**src/rtl/fpu_issue.sv**
```systemverilog
// Issue/writeback controller in front of the fpu: queues decoded float ops, runs them one
// at a time through the fpu, and hands each result to the register-file writeback port.
module fpu_issue #(
    parameter int unsigned DEPTH   = 2,
    parameter int unsigned TIMEOUT = 64
) (
    input  logic        clk_i,
    input  logic        reset_i,
    input  logic        issue_valid_i,
    output logic        issue_ready_o,
    input  logic [4:0]  issue_op_i,
    input  logic [3:0]  issue_rd_i,
    input  logic [15:0] issue_a_i,
    input  logic [15:0] issue_b_i,
    output logic        illegal_o,
    output logic        fpu_en_o,
    output logic [4:0]  fpu_instr_o,
    output logic [15:0] fpu_op1_o,
    output logic [15:0] fpu_op2_o,
    input  logic        fpu_done_i,
    input  logic [15:0] fpu_result_i,
    output logic        wb_valid_o,
    input  logic        wb_ready_i,
    output logic [3:0]  wb_rd_o,
    output logic [15:0] wb_data_o,
    output logic        timeout_o
);
    localparam int unsigned PtrW    = $clog2(DEPTH);
    localparam logic [PtrW:0] Full  = (PtrW + 1)'(DEPTH);
    localparam logic [7:0] LastCnt  = 8'(TIMEOUT - 1);

    typedef struct packed {
        logic [4:0]  op;
        logic [3:0]  rd;
        logic [15:0] a;
        logic [15:0] b;
    } entry_t;

    typedef enum logic [1:0] {StIdle, StArm, StWait, StWb} state_e;

    entry_t          mem_q [DEPTH];
    logic [PtrW-1:0] wr_ptr_q, rd_ptr_q;
    logic [PtrW:0]   count_q;
    state_e          state_q;
    logic [7:0]      cnt_q;
    logic [3:0]      rd_q;
    logic            fpu_en_q, wb_valid_q, illegal_q, timeout_q;
    logic [4:0]      instr_q;
    logic [15:0]     op1_q, op2_q, wb_data_q;
    logic [3:0]      wb_rd_q;

    logic   legal, full, empty, accept, pop, bypass, enq, launch;
    entry_t in_entry, launch_entry;

    always_comb begin
        legal    = (issue_op_i >= 5'h11) && (issue_op_i <= 5'h16);
        full     = (count_q == Full);
        empty    = (count_q == '0);
        accept   = issue_valid_i && !full && legal;
        in_entry = {issue_op_i, issue_rd_i, issue_a_i, issue_b_i};
        pop      = !empty && ((state_q == StIdle) || ((state_q == StWb) && wb_ready_i));
        // An op arriving at an idle, empty controller skips the queue entirely.
        bypass       = empty && accept && (state_q == StIdle);
        enq          = accept && !bypass;
        launch       = pop || bypass;
        launch_entry = pop ? mem_q[rd_ptr_q] : in_entry;
    end

    always_ff @(posedge clk_i) begin
        if (enq) mem_q[wr_ptr_q] <= in_entry;
    end

    always_ff @(posedge clk_i) begin
        if (reset_i) begin
            wr_ptr_q <= '0;
            rd_ptr_q <= '0;
            count_q  <= '0;
        end else begin
            if (enq) wr_ptr_q <= wr_ptr_q + PtrW'(1);
            if (pop) rd_ptr_q <= rd_ptr_q + PtrW'(1);
            if (enq && !pop)      count_q <= count_q + (PtrW + 1)'(1);
            else if (!enq && pop) count_q <= count_q - (PtrW + 1)'(1);
        end
    end

    always_ff @(posedge clk_i) begin
        if (reset_i) begin
            state_q    <= StIdle;
            cnt_q      <= '0;
            rd_q       <= '0;
            fpu_en_q   <= 1'b0;
            instr_q    <= '0;
            op1_q      <= '0;
            op2_q      <= '0;
            wb_valid_q <= 1'b0;
            wb_rd_q    <= '0;
            wb_data_q  <= '0;
            illegal_q  <= 1'b0;
            timeout_q  <= 1'b0;
        end else begin
            timeout_q <= 1'b0;
            illegal_q <= issue_valid_i && !legal;
            if (launch) begin
                instr_q <= launch_entry.op;
                rd_q    <= launch_entry.rd;
                op1_q   <= launch_entry.a;
                op2_q   <= launch_entry.b;
            end
            unique case (state_q)
                StIdle: begin
                    if (launch) begin
                        fpu_en_q <= 1'b1;
                        state_q  <= StArm;
                    end
                end
                // Done is ignored here: the fpu drops any stale done on this edge.
                StArm: begin
                    cnt_q   <= '0;
                    state_q <= StWait;
                end
                StWait: begin
                    if (fpu_done_i) begin
                        wb_data_q  <= fpu_result_i;
                        wb_rd_q    <= rd_q;
                        wb_valid_q <= 1'b1;
                        fpu_en_q   <= 1'b0;
                        state_q    <= StWb;
                    end else if (cnt_q == LastCnt) begin
                        fpu_en_q  <= 1'b0;
                        timeout_q <= 1'b1;
                        state_q   <= StIdle;
                    end else begin
                        cnt_q <= cnt_q + 8'd1;
                    end
                end
                StWb: begin
                    if (wb_ready_i) begin
                        wb_valid_q <= 1'b0;
                        if (launch) begin
                            fpu_en_q <= 1'b1;
                            state_q  <= StArm;
                        end else begin
                            state_q <= StIdle;
                        end
                    end
                end
                default: state_q <= StIdle;
            endcase
        end
    end

    assign issue_ready_o = !full;
    assign illegal_o     = illegal_q;
    assign fpu_en_o      = fpu_en_q;
    assign fpu_instr_o   = instr_q;
    assign fpu_op1_o     = op1_q;
    assign fpu_op2_o     = op2_q;
    assign wb_valid_o    = wb_valid_q;
    assign wb_rd_o       = wb_rd_q;
    assign wb_data_o     = wb_data_q;
    assign timeout_o     = timeout_q;
endmodule

```
**config.mk**
```make
export PLATFORM = sky130hd
export DESIGN_NAME = fpu_issue
export DESIGN_NICKNAME = d
export VERILOG_FILES = /design/src/rtl/fpu_issue.sv
export SDC_FILE = /design/constraint.sdc
export NUM_CORES = 1
export LEC_CHECK = 0
export CAP_MARGIN = 20
export CORE_MARGIN = 8
export CORE_UTILIZATION = 40
export CTS_BUF_LIST = sky130_fd_sc_hd__clkbuf_8 sky130_fd_sc_hd__clkbuf_16
export CTS_CLUSTER_SIZE = 28
export DETAILED_ROUTE_END_ITERATION = 10
export SLEW_MARGIN = 20
export SYNTH_ARGS = -nofsm -noshare
export SYNTH_HDL_FRONTEND = slang
export SYNTH_SLANG_ARGS = --single-unit
```
**constraint.sdc**
```tcl
create_clock -name clk_i -period 6.65 [get_ports clk_i]
set_input_delay 1.6625 -clock clk_i [delete_from_list [all_inputs] [get_ports clk_i]]
set_output_delay 1.6625 -clock clk_i [all_outputs]
set_load 0.03 [all_outputs]
```
==> results of run 1 <==
==> worst max-delay path: stages <==
cell	delay, ps
clkdlybuf4s50_1	470
or3_1	460
nand4_4	290
buf_4	550
o21a_4	770
o41ai_2	180
==> cell type report <==
| class | instances | area (sq um) | area share, % |
|---|---|---|---|
| flip-flops and latches | 162 | 4070 | 44.2 |
| multi-input cells | 355 | 2980 | 32.4 |
| repair buffers | 131 | 1290 | 14.0 |
| well taps | 234 | 293 | 3.18 |
| clock buffers | 20 | 467 | 5.07 |
| clock inverters | 12 | 90.1 | 0.979 |
| inverters | 4 | 17.5 | 0.190 |
==> synth_stat cells, types with 2 or more instances <==
| cell type | number | area, sq um |
|---|---|---|
| a211oi_1 | 6 | 45.0 |
| a211oi_2 | 34 | 425 |
| a21oi_1 | 32 | 160 |
| and2_1 | 2 | 12.5 |
| and3_1 | 4 | 25.0 |
| buf_12 | 6 | 120 |
| buf_2 | 22 | 110 |
| buf_6 | 10 | 113 |
| clkbuf_1 | 17 | 63.8 |
| dfxtp_1 | 80 | 1600 |
| edfxtp_1 | 82 | 2460 |
| ha_1 | 2 | 25.0 |
| inv_1 | 2 | 7.51 |
| mux2i_1 | 2 | 20.0 |
| nand2_1 | 55 | 206 |
| nand2b_1 | 3 | 18.8 |
| nand3_1 | 8 | 40.0 |
| nor2_1 | 49 | 184 |
| nor2b_1 | 42 | 263 |
| nor3_1 | 2 | 10.0 |
| nor4_1 | 2 | 12.5 |
| o2111ai_1 | 2 | 17.5 |
| o2111ai_2 | 39 | 586 |
| o211ai_1 | 3 | 22.5 |
| o21ai_1 | 2 | 10.0 |
| o41ai_2 | 39 | 634 |
| or3_1 | 5 | 31.3 |
| xnor2_1 | 2 | 17.5 |
| xor2_1 | 2 | 17.5 |
==> per-layer routing <==
metal,GRT usage [%],vias up,part of all wire [%]
li1,-,2386,-
met2,25.9,86,49
met3,4.08,12,4.0
met1,19.7,2496,46
met5,0,-,0
met4,4.81,0,0.95
==> registers in the layout, summed over array words and instances (netlist names), named ones only <==
name	count
fpu_instr_o	5
wb_data_o	16
timeout_o	1
wb_rd_o	4
cnt_q	8
wr_ptr_q	1
fpu_op1_o	16
count_q	2
state_q	2
fpu_en_o	1
fpu_op2_o	16
mem_q	82
rd_ptr_q	1
wb_valid_o	1
illegal_o	1
rd_q	4
==> cell families (layout without fill, tap and decap cells) <==
group / Yosys count / after routing / share of synthesized area [%]
AOI/OAI and AO/OA: 168 / 168 / 26.9
DFF: 162 / 162 / 54.5
xor gates and xnor gates: 4 / 4 / 0.470
adders and majority gates: 2 / 2 / 0.336
muxes: 3 / 3 / 0.420
buffers and inverters: 59 / 167 / 5.69
and+or+nand+nor: 178 / 178 / 11.6
==> where the power goes <==
part	total (mW)	switching, mW	internal (mW)
clock network	0.925	0.388	0.538
registers	1.38	0.182	1.20
logic	1.40	0.888	0.512
==> stage by stage <==
| step | instance area (sq um) | std cells |
|---|---|---|
| after detailed placement | 8640 | 886 |
| after global placement | 8640 | 886 |
| after global routing | 9200 | 918 |
| final | 9200 | 918 |
| after CTS | 9200 | 918 |
| after floorplan | 7450 | 576 |
==> worst paths after layout <==
path                       from              to
setup / recovery  issue_op_i[2]  fpu_instr_o[0]
hold / removal       wb_rd_o[2]      wb_rd_o[2]
setup reg to reg     state_q[0]    fpu_op2_o[8]
hold reg to reg      wb_rd_o[2]      wb_rd_o[2]
==> results.ini, run 1 <==
[worst_hold_path]
hp-class = reg2reg
holdPathStages = 2

[sta]
hold-worst-slack_ps = 455
hold_violations = 0
post-route-period-util_pct = 62.2
rsz0062_at_grt = false
min_period_ps = 4140
skew_ps = 4.54
finalSetupTns_ps = 0
worst_slack_ps = 2510
max_freq_ghz = 0.242
maxSlewViolCount = 0
setup_viol = 0
maxSlewHeadroom_pct = 25.8
worst_pin_slew_ps = 1110

[cells_and_area]
fin_util_pct = 49.7
nets = 735
final_cell_mix = 122 x clkdlybuf4s50_1, 82 x edfxtp_1, 79 x dfxtp_1
final_common_cell = clkdlybuf4s50_1
num-fill-cells = 1654
area_growth_pct = 23.4
drive_above_1_share_pct = 24.0
diodes = 0

[die]
coreArea_sq_um = 18500
initial_core_util_pct = 40.3
die_x_um = 153
die_h_um = 153
fp-row-count = 50
dieArea_sq_um = 23300
ios = 124

[global_route]
grt_pass1_vias = 5147
grt_pass1_wl_um = 29100
grt_max_degree = 82
grt_overflow = 0
antenna_found_initial = 0
grt.total_usage_pct = 15.7

[placement]
place_congestion = 0.755
hpwl_um = 11000
io_buffers = 123
dpl_worst_slack_ps = 2060

[critical_path]
worstPathArrival_ps = 4400
crit_type = in2reg
cp.required_ps = 6910
critPathCaptureType = flip-flop
cp_max_fo = 41
rr_worst_depth = 6
cp-start-kind = primary input
reg2reg_slack_ps = 4130

[pwr]
leakage_nw = 2.99
power_mw = 3.70
peakVddDrop_uv = 234
power_density_nw_per_um2 = 403

[route]
wire_per_inst_um = 19.5
wirelength_um = 17900
drtIter0Drc = 309
num_vias = 4980
drtAntennaViolNets = 0
drt_first_pass_iters = 4
via_per_inst = 5.42
drcViolationCount = 0

[synth]
ys.flop_type = edfxtp_1
synth_edf_count = 82
syn_area_per_cell_sq_um = 12.9
synth_async_sr_flop_share_pct = 0
syn-cell-area_sq_um = 7450
ys.warnings.count = 0
syn_nets = 640
ys_seq_area_share_pct = 54.5
syn_inst = 576
synth_seq_cells = 162
synth_cell_type_count = 49

[clock_tree]
post_cts_buffers = 0
cts_num_sinks = 162
clock_path_buffers = 2
cts_tree = built
htreeDepth = 4
clk_pin_slew_worst_paths_ps = 60
cts_root_buf = clkbuf_16
clk_latency_ps = 420
numCtsBuffers = 17
holdBufCountCts = 0
postCtsResizedCells = 0

[run_status]
run_status = completed

[flow_run]
max_cap_violations = 0

Note: power is estimated with default switching activity, not from simulation.
==> run 2, diff against run 1 <==
- clock period: 6.65 -> 3.9 ns (I/O delays scaled with it)
==> run 2 against run 1 <==
Clock-buffer cell count stayed put. Non-clock buffer count increased by 4. Cell count is 0.44% higher. Combinational power grew 75%. Sequential power increased by 71%. Hold slack worse by 1.2 ps. Highest routed layer unchanged. Via count up 1.9%. Critical path depth fell by 1. First-iteration DRC count grew 6.1%. Largest cell class unchanged.
==> results.ini, run 2 (synthesis results as in run 1) <==
[run_status]
run_status = completed  ; unchanged

[sta]
skew_ps = 9.36  ; was 4.54 ps
min_period_ps = 2920
post-route-period-util_pct = 74.8
worst_pin_slew_ps = 1080  ; was 1110 ps
setup_viol = 0  ; unchanged
hold_violations = 0  ; unchanged
max_freq_ghz = 0.343
maxSlewViolCount = 0  ; unchanged
rsz0062_at_grt = false  ; unchanged
finalSetupTns_ps = 0  ; unchanged
maxSlewHeadroom_pct = 28.1  ; was 25.8%

[critical_path]
cp_max_fo = 41  ; unchanged
path_cells = clkdlybuf4s50_1 -> or3_1 -> nand4_4 -> o21a_4 -> o41ai_2  ; was clkdlybuf4s50_1 -> or3_1 -> nand4_4 -> buf_4 -> o21a_4 -> o41ai_2
crit_type = in2reg  ; unchanged
cp_slowest_cell = o21a_4  ; unchanged
worstPathArrival_ps = 3190  ; was 4400 ps
critPathCaptureType = flip-flop  ; unchanged
slowest_delay_ps = 740  ; was 770 ps
reg2reg_slack_ps = 1620  ; was 4130 ps
cp-start-kind = primary input  ; unchanged
cp.required_ps = 4170  ; was 6910 ps

[cells_and_area]
multiInputGateArea_sq_um = 2980  ; about the same
num-fill-cells = 1629  ; was 1654
diodes = 0  ; unchanged
drive_above_1_share_pct = 24.4  ; was 24.0%
final_common_cell = clkdlybuf4s50_1  ; unchanged
nets = 739  ; was 735
largest_register_ffs = 82  ; unchanged
final_cell_mix = 122 x clkdlybuf4s50_1, 82 x edfxtp_1, 79 x dfxtp_1  ; unchanged
regMostFlops = mem_q  ; unchanged
area_growth_pct = 24.0  ; was 23.4%
ff_latch_area_sq_um = 4070  ; unchanged

[clock_tree]
cts_num_sinks = 162  ; unchanged
htreeDepth = 4  ; unchanged
cts_tree = built  ; unchanged
numCtsBuffers = 17  ; unchanged
clk_pin_slew_worst_paths_ps = 60  ; about the same
holdBufCountCts = 0  ; unchanged
post_cts_buffers = 0  ; unchanged
clock_path_buffers = 2  ; unchanged
postCtsResizedCells = 0  ; unchanged
cts_root_buf = clkbuf_16  ; unchanged
clk_latency_ps = 420  ; about the same

[pwr]
peakVddDrop_uv = 339  ; was 234 uV
leakage_nw = 3.03  ; was 2.99 nW
power_density_nw_per_um2 = 689  ; was 403 nW/um^2
power_mw = 6.36  ; was 3.70 mW

[route]
num_vias = 5075  ; was 4980
drcViolationCount = 0  ; unchanged
drtIter0Drc = 328  ; was 309
via_per_inst = 5.50  ; was 5.42
drt_first_pass_iters = 4  ; unchanged
drtAntennaViolNets = 0  ; unchanged
wirelength_um = 18700  ; was 17900 um
wire_per_inst_um = 20.3  ; was 19.5 um

[global_route]
grt_pass1_vias = 5342  ; was 5147
grt.total_usage_pct = 16.0  ; was 15.7%
grt_max_degree = 82  ; unchanged
grt_overflow = 0  ; unchanged
grt_pass1_wl_um = 29800  ; was 29100 um
antenna_found_initial = 0  ; unchanged

[die]
ios = 124  ; unchanged
die_x_um = 153  ; unchanged
initial_core_util_pct = 40.3  ; unchanged
die_h_um = 153  ; unchanged
coreArea_sq_um = 18500  ; unchanged
fp-row-count = 50  ; unchanged
dieArea_sq_um = 23300  ; unchanged

[placement]
hpwl_um = 11600  ; was 11000 um
place_congestion = 0.776  ; was 0.755
io_buffers = 123  ; unchanged

[worst_hold_path]
hp-class = reg2reg  ; unchanged

[flow_run]
max_cap_violations = 0  ; unchanged

==> run 2: worst paths after layout <==
check,startpoint,to,cells past startpoint
hold / removal,wb_rd_o[2],wb_rd_o[2],2
setup reg to reg,state_q[0],fpu_op1_o[13],4
hold reg to reg,wb_rd_o[2],wb_rd_o[2],2
setup / recovery,issue_op_i[2],fpu_op1_o[13],5
==> run 2: layer usage <==
| metal | track usage [%] | share of wire, % |
|---|---|---|
| met3 | 3.77 | 3.9 |
| met4 | 4.85 | 1.1 |
| met5 | 0 | 0 |
| met1 | 20.1 | 47 |
| met2 | 26.8 | 48 |
==> run 2: area by class of cell <==
cell class	instances	area share, %
multi-input cells	355	32.3
well taps	234	3.17
clock inverters	12	0.650
inverters	4	0.190
repair buffers	135	14.4
flip-flops and latches	162	44.0
clock buffers	20	5.29
==> run 2: report_power, final <==
group / leakage (nW) / switching, mW / internal (mW)
combinational: 1.35 / 1.56 / 0.899
sequential: 1.39 / 0.317 / 2.04
clock: 0.294 / 0.658 / 0.894
==> run 2: metrics by stage <==
step           setup slack [ps]  hold WS, ps  util, %  std cells  instance area, sq um
5_1_grt                     887          467     49.9        922                  9240
3_3_place_gp                583          441     46.9        890                  8690
4_1_cts                     963          458     49.9        922                  9240
2_1_floorplan               207          439        -        576                  7460
6_report                    982          454     49.9        922                  9240
3_5_place_dp                521          449     46.9        890                  8690
==> run 2: worst max-delay path, delay by kind of cell <==
family          cells  cell delay, ps
buf+inv             1             490
compound gates      2             920
simple gates        2             770
==> edit, RTL diff (flow settings as in run 2) <==
`DEPTH`: 2 -> 4.
--- a/src/rtl/fpu_issue.sv
+++ b/src/rtl/fpu_issue.sv
@@ -2,5 +2,5 @@
 // at a time through the fpu, and hands each result to the register-file writeback port.
 module fpu_issue #(
-    parameter int unsigned DEPTH   = 2,
+    parameter int unsigned DEPTH   = 4,
     parameter int unsigned TIMEOUT = 64
 ) (
Function: changed (a bounded check fails within 4 cycles, from zero or initial values and one cycle with reset_i high).
==> edit against run 2 <==
Final area increased by 30%. Utilization increased by 1.4 points. Sequential cell count increased by 86. Critical path depth decreased by 1. Synthesized area increased by 28%. Setup slack got worse by 0.24 ns. Power increased by 31%. Global-route usage decreased by 1.3 points. Wire length increased by 16%.
==> edit: results (changes against run 2) <==
| Metric | Value |
|---|---|
| TritonRoute pass-1 iters | 6 (was 4) |
| Post-synth top cells | 164 x edfxtp_1, 84 x dfxtp_1, 49 x nand2_1, 42 x o21a_1, 41 x mux4_2 (was 82 x edfxtp_1, 80 x dfxtp_1, 55 x nand2_1, 49 x nor2_1, 42 x nor2b_1) |
| Routed vias/inst | 5.306 (was 5.504) |
| Count of different cell masters after synthesis | 47 (was 49) |
| Clock Skews | 0.01150 ns (was 0.009365 ns) |
| Pre-CTS setup slack | 0.2221 ns (was 0.5206 ns) |
| Fraction of layout cells with a size suffix above 1 | 18.23% (was 24.42%) |
| H-tree depth | 1 (was 4) |
| Initial antenna violation count | 1 (was 0) |
| Post-DP HPWL | 13.49 mm (was 11.57 mm) |
| Worst r2r dst | count_q[2] (was fpu_op1_o[13]) |
| Met3 global-route usage | 3.595% (was 3.772%) |
| Vias in the first global route | 6044 (was 5342) |
| Synthesized area per cell | 16.29 um2 (was 12.94 um2) |
| Placed insts | 1006 (was 890) |
| Inserted Clock Buffers | 26 (was 17) |
| Status | finished, final reports clean (unchanged) |
| Net Count, Synth | 655 (was 640) |
| Flop2flop setup slack | 1.24 ns (was 1.62 ns) |
| Pleak | 3.942 nW (was 3.033 nW) |
| GPL Wtd Cong | 0.7511 (was 0.7755) |
| Post-Route WL | 21.60 mm (was 18.69 mm) |
| Worst hold slack | 0.4540 ns (about the same) |
| Dpl cell area | 0.01116 mm2 (was 0.008692 mm2) |
| Post-synth EDFFs | 164 (was 82) |
| Number of nets in the layout | 784 (was 739) |
| Critical Path AT | 2.18 ns (was 3.19 ns) |
| Grt met1 use | 18.13% (was 20.07%) |
| Clock latency at the later pin of the worst-skew pair | 0.51 ns (was 0.42 ns) |
| Pin count of the biggest net entering global routing | 42 (was 82) |
| CP Max Fanout | 6 (was 41) |
| Post-synthesis sequential area ratio | 69.20% (was 54.51%) |
| IO Port Bufs | 123 (unchanged) |
| First-pass GRT wire length | 33.54 mm (was 29.82 mm) |
| Tot GR Track Use | 14.70% (was 15.97%) |
| Cells taking the most area after synthesis | edfxtp_1 52%, dfxtp_1 18%, mux4_2 9.7% (was edfxtp_1 33%, dfxtp_1 21%, o41ai_2 8.5%) |
| Worst VDD drop | 459.0 uV (was 339.4 uV) |
| Largest register FFs | 164 (was 82) |
| Max_slew headroom | 42.05% (was 28.10%) |
| Reg clk slew, reported paths | 0.06 ns (about the same) |
| R2R depth | 9 (was 4) |
| Routed WL per cell | 20.49 um (was 20.27 um) |
==> edit: worst max path at each step <==
stage,to,slack (ns),cells after the start
4_1_cts,issue_ready_o,0.73,4
3_3_place_gp,count_q[2],0.35,10
3_5_place_dp,count_q[2],0.22,10
2_1_floorplan,mem_q[0][0],0.77,4
6_report,issue_ready_o,0.74,4
5_1_grt,count_q[2],0.61,10
==> edit: critical path, cell delays in order (launching register included) <==
cell	delay [ns]
dfxtp_1	0.46
nor2_1	0.07
and2_0	0.27
inv_1	0.18
clkdlybuf4s50_1	0.69
==> edit: report_power, final <==
part / internal (mW) / leakage, nW / switching [mW]
registers: 3.11 / 2.17 / 0.340
logic: 1.18 / 1.33 / 1.27
clock network: 1.49 / 0.448 / 0.969
==> edit: layer usage <==
layer  wire length [um]  vias up
met1               9202     2816
met2              10590      169
li1                   -     2580
met3               1506       26
met5                 13        -
met4                284        2
==> edit: area by class of cell <==
| cell class | count | area, um2 |
|---|---|---|
| fill | 1953 | 11440 |
| sequential | 248 | 6611 |
| multi-input combinational | 292 | 2704 |
| timing repair buffer | 140 | 1421 |
| clock buffer | 29 | 703.2 |
| tap | 319 | 399.1 |
| clock inverter | 19 | 170.2 |
| inverter | 7 | 26.28 |
==> edit: logic make-up (layout without fill, tap and decap cells) <==
| logic type | Yosys count | after routing | share of synthesized area, % |
|---|---|---|---|
| buffers and inverters | 46 | 195 | 2.569 |
| muxes | 43 | 43 | 9.882 |
| adders and majority gates | 7 | 7 | 0.9961 |
| xor gates and xnor gates | 6 | 6 | 0.5506 |
| and+or+nand+nor | 104 | 104 | 5.439 |
| DFF | 248 | 248 | 69.20 |
| AOI/OAI and AO/OA | 132 | 132 | 11.36 |
